[src/rtl/seq_comparator_pkg.sv]
// Shared types, result encoding and sizing helper for the sequential magnitude comparator.
package seq_comparator_pkg;

  typedef enum logic [1:0] {
    IDLE    = 2'd0,
    COMPARE = 2'd1,
    DONE    = 2'd2
  } state_e;

  // One-hot result encoding: bit 0 = equal, bit 1 = less, bit 2 = greater.
  localparam int unsigned RES_W = 3;
  localparam logic [RES_W-1:0] RES_EQ = 3'b001;
  localparam logic [RES_W-1:0] RES_LT = 3'b010;
  localparam logic [RES_W-1:0] RES_GT = 3'b100;

  function automatic int unsigned cnt_width(input int unsigned n);
    return (n > 1) ? $clog2(n) : 1;
  endfunction

endpackage

[src/rtl/seq_comparator_if.sv]
// Operand/result handshake bundle for seq_comparator; master drives operands, slave is the comparator.
interface seq_comparator_if #(
  parameter int unsigned WIDTH = 8
);
  logic             in_valid;
  logic             in_ready;
  logic [WIDTH-1:0] A;
  logic [WIDTH-1:0] B;
  logic             signed_mode;
  logic             out_valid;
  logic             out_ready;
  logic             equal;
  logic             less_than;
  logic             greater_than;

  modport master (
    output in_valid, A, B, signed_mode, out_ready,
    input  in_ready, out_valid, equal, less_than, greater_than
  );

  modport slave (
    input  in_valid, A, B, signed_mode, out_ready,
    output in_ready, out_valid, equal, less_than, greater_than
  );
endinterface

[src/rtl/seq_comparator_chunk_cmp.sv]
// Combinational unsigned compare of one CHUNK-bit slice of both operands.
module chunk_cmp #(
  parameter int unsigned CHUNK = 2
) (
  input  logic [CHUNK-1:0] a_i,
  input  logic [CHUNK-1:0] b_i,
  output logic             differ_c,
  output logic             a_gt_c
);

  assign differ_c = (a_i != b_i);
  assign a_gt_c   = (a_i > b_i);

endmodule

[src/rtl/seq_comparator.sv]
// Multi-cycle WIDTH-bit magnitude comparator, CHUNK bits per clock, MSB first, valid/ready on both sides.
// Define SEQ_COMPARATOR_EARLY_EXIT_EN to finish on the first differing chunk instead of a fixed latency.
module seq_comparator
  import seq_comparator_pkg::*;
#(
  parameter int unsigned WIDTH = 8,
  parameter int unsigned CHUNK = 2
) (
  input  logic           clk,
  input  logic           rst,
  seq_comparator_if.slave bus
);

  localparam int unsigned NUM_CHUNKS = WIDTH / CHUNK;
  localparam int unsigned CNT_W      = cnt_width(NUM_CHUNKS);
  localparam logic [CNT_W-1:0] LAST_CNT = CNT_W'(NUM_CHUNKS - 1);

  if ((WIDTH < 2) || (CHUNK == 0) || ((WIDTH % CHUNK) != 0)) begin : g_bad_cfg
    $error("seq_comparator: WIDTH must be >= 2 and an exact multiple of CHUNK");
  end

  state_e           state_q, state_d;
  logic [WIDTH-1:0] a_q, a_d;
  logic [WIDTH-1:0] b_q, b_d;
  logic [CNT_W-1:0] cnt_q, cnt_d;
  logic [RES_W-1:0] res_q, res_d;
  logic             differ_c;
  logic             a_gt_c;
  logic             undecided_c;

  chunk_cmp #(
    .CHUNK(CHUNK)
  ) u_chunk_cmp (
    .a_i     (a_q[WIDTH-1 -: CHUNK]),
    .b_i     (b_q[WIDTH-1 -: CHUNK]),
    .differ_c(differ_c),
    .a_gt_c  (a_gt_c)
  );

  assign undecided_c = (res_q == '0);

  // Next-state: flipping both MSBs turns a two's-complement compare into an unsigned one.
  always_comb begin
    state_d = state_q;
    a_d     = a_q;
    b_d     = b_q;
    cnt_d   = cnt_q;
    res_d   = res_q;
    case (state_q)
      IDLE: begin
        if (bus.in_valid && bus.in_ready) begin
          a_d     = bus.A ^ {bus.signed_mode, {(WIDTH-1){1'b0}}};
          b_d     = bus.B ^ {bus.signed_mode, {(WIDTH-1){1'b0}}};
          cnt_d   = '0;
          res_d   = '0;
          state_d = COMPARE;
        end
      end
      COMPARE: begin
        a_d   = a_q << CHUNK;
        b_d   = b_q << CHUNK;
        cnt_d = cnt_q + CNT_W'(1);
        if (undecided_c && differ_c) begin
          res_d = a_gt_c ? RES_GT : RES_LT;
        end
        if (cnt_q == LAST_CNT) begin
          state_d = DONE;
          if (undecided_c && !differ_c) begin
            res_d = RES_EQ;
          end
        end
`ifdef SEQ_COMPARATOR_EARLY_EXIT_EN
        if (undecided_c && differ_c) begin
          state_d = DONE;
        end
`else
`endif
      end
      DONE: begin
        if (bus.out_ready) begin
          state_d = IDLE;
        end
      end
      default: state_d = IDLE;
    endcase
  end

  always_ff @(posedge clk) begin
    if (rst) begin
      state_q <= IDLE;
      a_q     <= '0;
      b_q     <= '0;
      cnt_q   <= '0;
      res_q   <= '0;
    end else begin
      state_q <= state_d;
      a_q     <= a_d;
      b_q     <= b_d;
      cnt_q   <= cnt_d;
      res_q   <= res_d;
    end
  end

  // Flags keep their value after the output handshake until the next capture clears them.
  assign bus.in_ready     = (state_q == IDLE) && !rst;
  assign bus.out_valid    = (state_q == DONE);
  assign bus.equal        = |(res_q & RES_EQ);
  assign bus.less_than    = |(res_q & RES_LT);
  assign bus.greater_than = |(res_q & RES_GT);

endmodule

[src/flat_wrapper.sv]
// flat-port wrapper written by rule: the top's interface ports become plain ports
module seq_comparator_flat import seq_comparator_pkg::*;
#(
  parameter int unsigned WIDTH = 8,
  parameter int unsigned CHUNK = 2
)
  (clk, rst, bus_in_valid, bus_A, bus_B, bus_signed_mode, bus_out_ready, bus_in_ready, bus_out_valid, bus_equal, bus_less_than, bus_greater_than);
  seq_comparator_if #(.WIDTH(WIDTH)) bus_i ();
  input  logic clk;
  input  logic rst;
  input wire logic [$bits(bus_i.in_valid)-1:0] bus_in_valid;
  input wire logic [$bits(bus_i.A)-1:0] bus_A;
  input wire logic [$bits(bus_i.B)-1:0] bus_B;
  input wire logic [$bits(bus_i.signed_mode)-1:0] bus_signed_mode;
  input wire logic [$bits(bus_i.out_ready)-1:0] bus_out_ready;
  output wire logic [$bits(bus_i.in_ready)-1:0] bus_in_ready;
  output wire logic [$bits(bus_i.out_valid)-1:0] bus_out_valid;
  output wire logic [$bits(bus_i.equal)-1:0] bus_equal;
  output wire logic [$bits(bus_i.less_than)-1:0] bus_less_than;
  output wire logic [$bits(bus_i.greater_than)-1:0] bus_greater_than;
  assign bus_i.in_valid = bus_in_valid;
  assign bus_i.A = bus_A;
  assign bus_i.B = bus_B;
  assign bus_i.signed_mode = bus_signed_mode;
  assign bus_i.out_ready = bus_out_ready;
  assign bus_in_ready = bus_i.in_ready;
  assign bus_out_valid = bus_i.out_valid;
  assign bus_equal = bus_i.equal;
  assign bus_less_than = bus_i.less_than;
  assign bus_greater_than = bus_i.greater_than;
  seq_comparator #(.WIDTH(WIDTH), .CHUNK(CHUNK)) u_core (.clk(clk), .rst(rst), .bus(bus_i));
endmodule
[config.mk]
export PLATFORM = sky130hd
export DESIGN_NAME = seq_comparator_flat
export DESIGN_NICKNAME = d
export VERILOG_FILES = /design/src/rtl/seq_comparator_pkg.sv /design/src/rtl/seq_comparator_if.sv /design/src/rtl/seq_comparator_chunk_cmp.sv /design/src/rtl/seq_comparator.sv /design/src/flat_wrapper.sv
export SDC_FILE = /design/constraint.sdc
export NUM_CORES = 1
export LEC_CHECK = 0
export BUFFER_PORTS_ARGS = -buffer_cell sky130_fd_sc_hd__buf_2
export CAP_MARGIN = 5
export CORE_UTILIZATION = 30
export DETAILED_ROUTE_END_ITERATION = 12
export GPL_TIMING_DRIVEN = 1
export SYNTH_ARGS = -nofsm -noshare
export SYNTH_HDL_FRONTEND = slang
export SYNTH_HIERARCHICAL = 1
export SYNTH_SLANG_ARGS = --single-unit
[constraint.sdc]
create_clock -name clk -period 2 [get_ports clk]
set_input_delay 0.1 -clock clk [delete_from_list [all_inputs] [get_ports clk]]
set_output_delay 0.1 -clock clk [all_outputs]
set_load 0.02 [all_outputs]
==> results.md <==
- Worst hold path class: input port to flip-flop
- Warnings from Yosys: 6
- Max-Cap Viols: 0
- Die width: 65.4 um
- Total Neg Setup Slack: 0 ns
- CTS tree: done
- Wire per inst: 12.1 um
- Main flop type after synthesis: dfxtp_1
- Critical path peak fanout: 2
- Setup ws final: roughly 0.43 ns
- CP bufs+invs: 1
- Via count: 971
- Syn Std Cell Area: 1200 um2
- Seq/Total Area, Yosys: around two fifths
- H-tree depth: 1
- GR Util met3: under 10%
- Initial core utilization: 32.2%
- Arr. time, crit path: 1.76 ns
- Clk_lat worst skew: around 0.26 ns
- Cts hold-fix bufs: 0
- Power consumption: 0.000994 W
- CP max-delay cell: or3_1
- GPL Wtd Cong: 0.725
- Post-DP HPWL: approximately 1.6 mm
- VDD IR max: around 0.00043 V
- Io pins: 26
- Type of origin of the critical path: flip-flop
- Layout cells sized above 1: 36.4%
- Post-synthesis cell type count: 31
- Synth Register Bits: 23
- Total Wirelength: ~2.4 mm
- Detail Route Antenna Nets: 0
- Cell row count: 22
- Slowest cell delay on critical path: around 0.36 ns
- Largest net degree at the start of global routing: 26
- Resized cells post-CTS: 0
- CTS Buffer Depth: 2
- Crit end category: flip-flop
- ANT cells: 0
- RSZ-0062 raised after global routing: no
- Finish-stage setup viols: 0
- Post-synth ARST share: 0%
- Gr usage total: 12.3%
- Clk_skew: ~0.0031 ns
- Slew margin rel.: 78.1%
- PD cells: roughly 700 nW/um2
- Required time of the critical path: 2.19 ns
- M1 GR Usage: 14.7%
- DIE AREA: 4270 um2
- Gr busiest metal: met2
- Setup Fix Bufs, Post-CTS: 0
- Initial DRT Pass Iterations: 2
- Grt total ovfl: 0
- Fill cells: 403
- Pin slew with the least headroom to its limit: 0.329 ns
- Final Critical Period: 1.57 ns
- Initial DRC Count: 14
- Outcome: finished clean
- First-pass GRT wire length: just over 4 mm
- Critical Path Source: u_core/b_q[7]
- Num Clock Sinks: 23
- CTS clk-pin slew, worst paths: 0.08 ns
- Tcrit/Tclk final: 78.4%
- Area Overhead vs Synth: 15.2%
- CP delay by family, top: simple AND/OR/NAND/NOR gates
- DRC viols: 0
- Pleak: 0.549 nW
- Syn Inst Count: 127
- Placeable Area: 3740 um2
- Layout Nets: between 150 and 200
- Mapped Avg Cell Area: 9.49 um2
- Number of flops mapped to enable cells by yosys: 0
- Root Buffer Master: clkbuf_8
- GR Util met2: 21.9%
- Worst reg2reg startpoint: u_core/b_q[7]
- Kind of critical path: flip-flop to flip-flop
- Pre-CTS setup slack: 0.459 ns
- Fmax: 0.638 GHz
- Cell Chain, Critical Path: inv_1 > ha_1 > nor2b_1 > o21a_1 > or3_1 > o2bb2ai_1
- Final Hold Viols: 0
- Vias per inst: between 4 and 5
- Mapped Nets: 151
- Slew Limit Fails: 0
- Hold_sp: bus_B[0]
- Die H: 65.4 um
- IO Port Bufs: 25
- Initial antenna violation count: 0
- Num CTS Buffers: 3
- Vias in the first global route: 947
==> synth_stat cells, types with 2 or more instances <==
| cell | count | area, um2 |
|---|---|---|
| dfxtp_1 | 23 | 460 |
| nor2_1 | 20 | 75.1 |
| nor3_1 | 15 | 75.1 |
| nor4_2 | 6 | 75.1 |
| a21oi_2 | 5 | 43.8 |
| nand3_2 | 5 | 50.1 |
| buf_6 | 4 | 45.0 |
| inv_1 | 4 | 15.0 |
| mux2i_1 | 4 | 40.0 |
| nor2_4 | 4 | 45.0 |
| nor4_1 | 4 | 25.0 |
| a22oi_1 | 3 | 22.5 |
| clkbuf_1 | 3 | 11.3 |
| ha_1 | 3 | 37.5 |
| nand2_1 | 3 | 11.3 |
| nand2b_1 | 3 | 18.8 |
| nor2b_1 | 2 | 12.5 |
| o2bb2ai_1 | 2 | 17.5 |
| xor2_1 | 2 | 17.5 |
==> area by class of cell <==
| cell class | count | area (um2) | area share [%] |
|---|---|---|---|
| Multi-Input combinational cell | 90 | 644 | 46.4 |
| Sequential cell | 23 | 460 | 33.2 |
| Timing Repair Buffer | 30 | 163 | 11.7 |
| Tap cell | 48 | 60.1 | 4.33 |
| Clock buffer | 4 | 45.0 | 3.25 |
| Inverter | 4 | 15.0 | 1.08 |
==> report_power, final <==
part	leakage, nW	internal (W)	switching [W]	total (W)
clock	0.0228	0.000142	0.000141	0.000283
combinational	0.338	0.0000853	0.000115	0.000200
sequential	0.189	0.000490	0.0000214	0.000511
total	0.549	0.000717	0.000277	0.000994
==> routing by layer <==
metal | routed length [um] | part of all wire (%)
met2 | 1140 | 47
met5 | 0 | 0
met3 | 84 | 3.5
met4 | 16 | 0.66
met1 | 1170 | 48
==> worst reg2reg max path, stage by stage, from the launching register on <==
cell and delay (ns):
dfxtp_1 0.35, inv_1 0.05, ha_1 0.27, nor2b_1 0.13
o21a_1 0.18, or3_1 0.37, o2bb2ai_1 0.16
==> layout by cell type, fill, tap and decap left out, types with 5 or more instances in the layout <==
cell	instances
a21oi_2	5
buf_2	25
nand3_2	5
dfxtp_1	23
nor3_1	15
nor4_2	6
nor2_1	20
buf_4	5
==> registers in the layout, indices dropped and copies added, names as in the netlist <==
register / cells
u_core/cnt_q: 2
u_core/state_q: 2
u_core/a_q: 8
u_core/b_q: 8
u_core/res_q: 3
==> worst paths after layout <==
kind | end | slack [ns] | depth (start not counted)
worst max-delay path | u_core/res_q[1] | 0.43 | 6
worst min-delay path | u_core/b_q[0] | 0.08 | 3
worst max register to register | u_core/res_q[1] | 0.43 | 6
worst min register to register | u_core/b_q[7] | 0.47 | 2
==> metrics by stage <==
step	area, um2	utilization [%]	hold slack (ns)	std cells
finish	1390	37.1	0.0841	199
global route	1390	37.1	0.0883	199
CTS	1390	37.1	0.0833	199
detailed placement	1340	35.9	0.357	195
global placement	1340	35.9	0.357	195
floorplan	1200	-	0.245	127
==> cells by family after synthesis <==
logic type | Yosys count | synth area share (%)
compound gates | 12 | 8.00
xor+xnor | 2 | 1.45
fa+ha+maj | 3 | 3.12
buf+inv | 14 | 8.31
flops | 23 | 38.2
mux | 4 | 3.32
simple gates | 69 | 37.6
No activity file was read; power rests on OpenSTA's default activity.
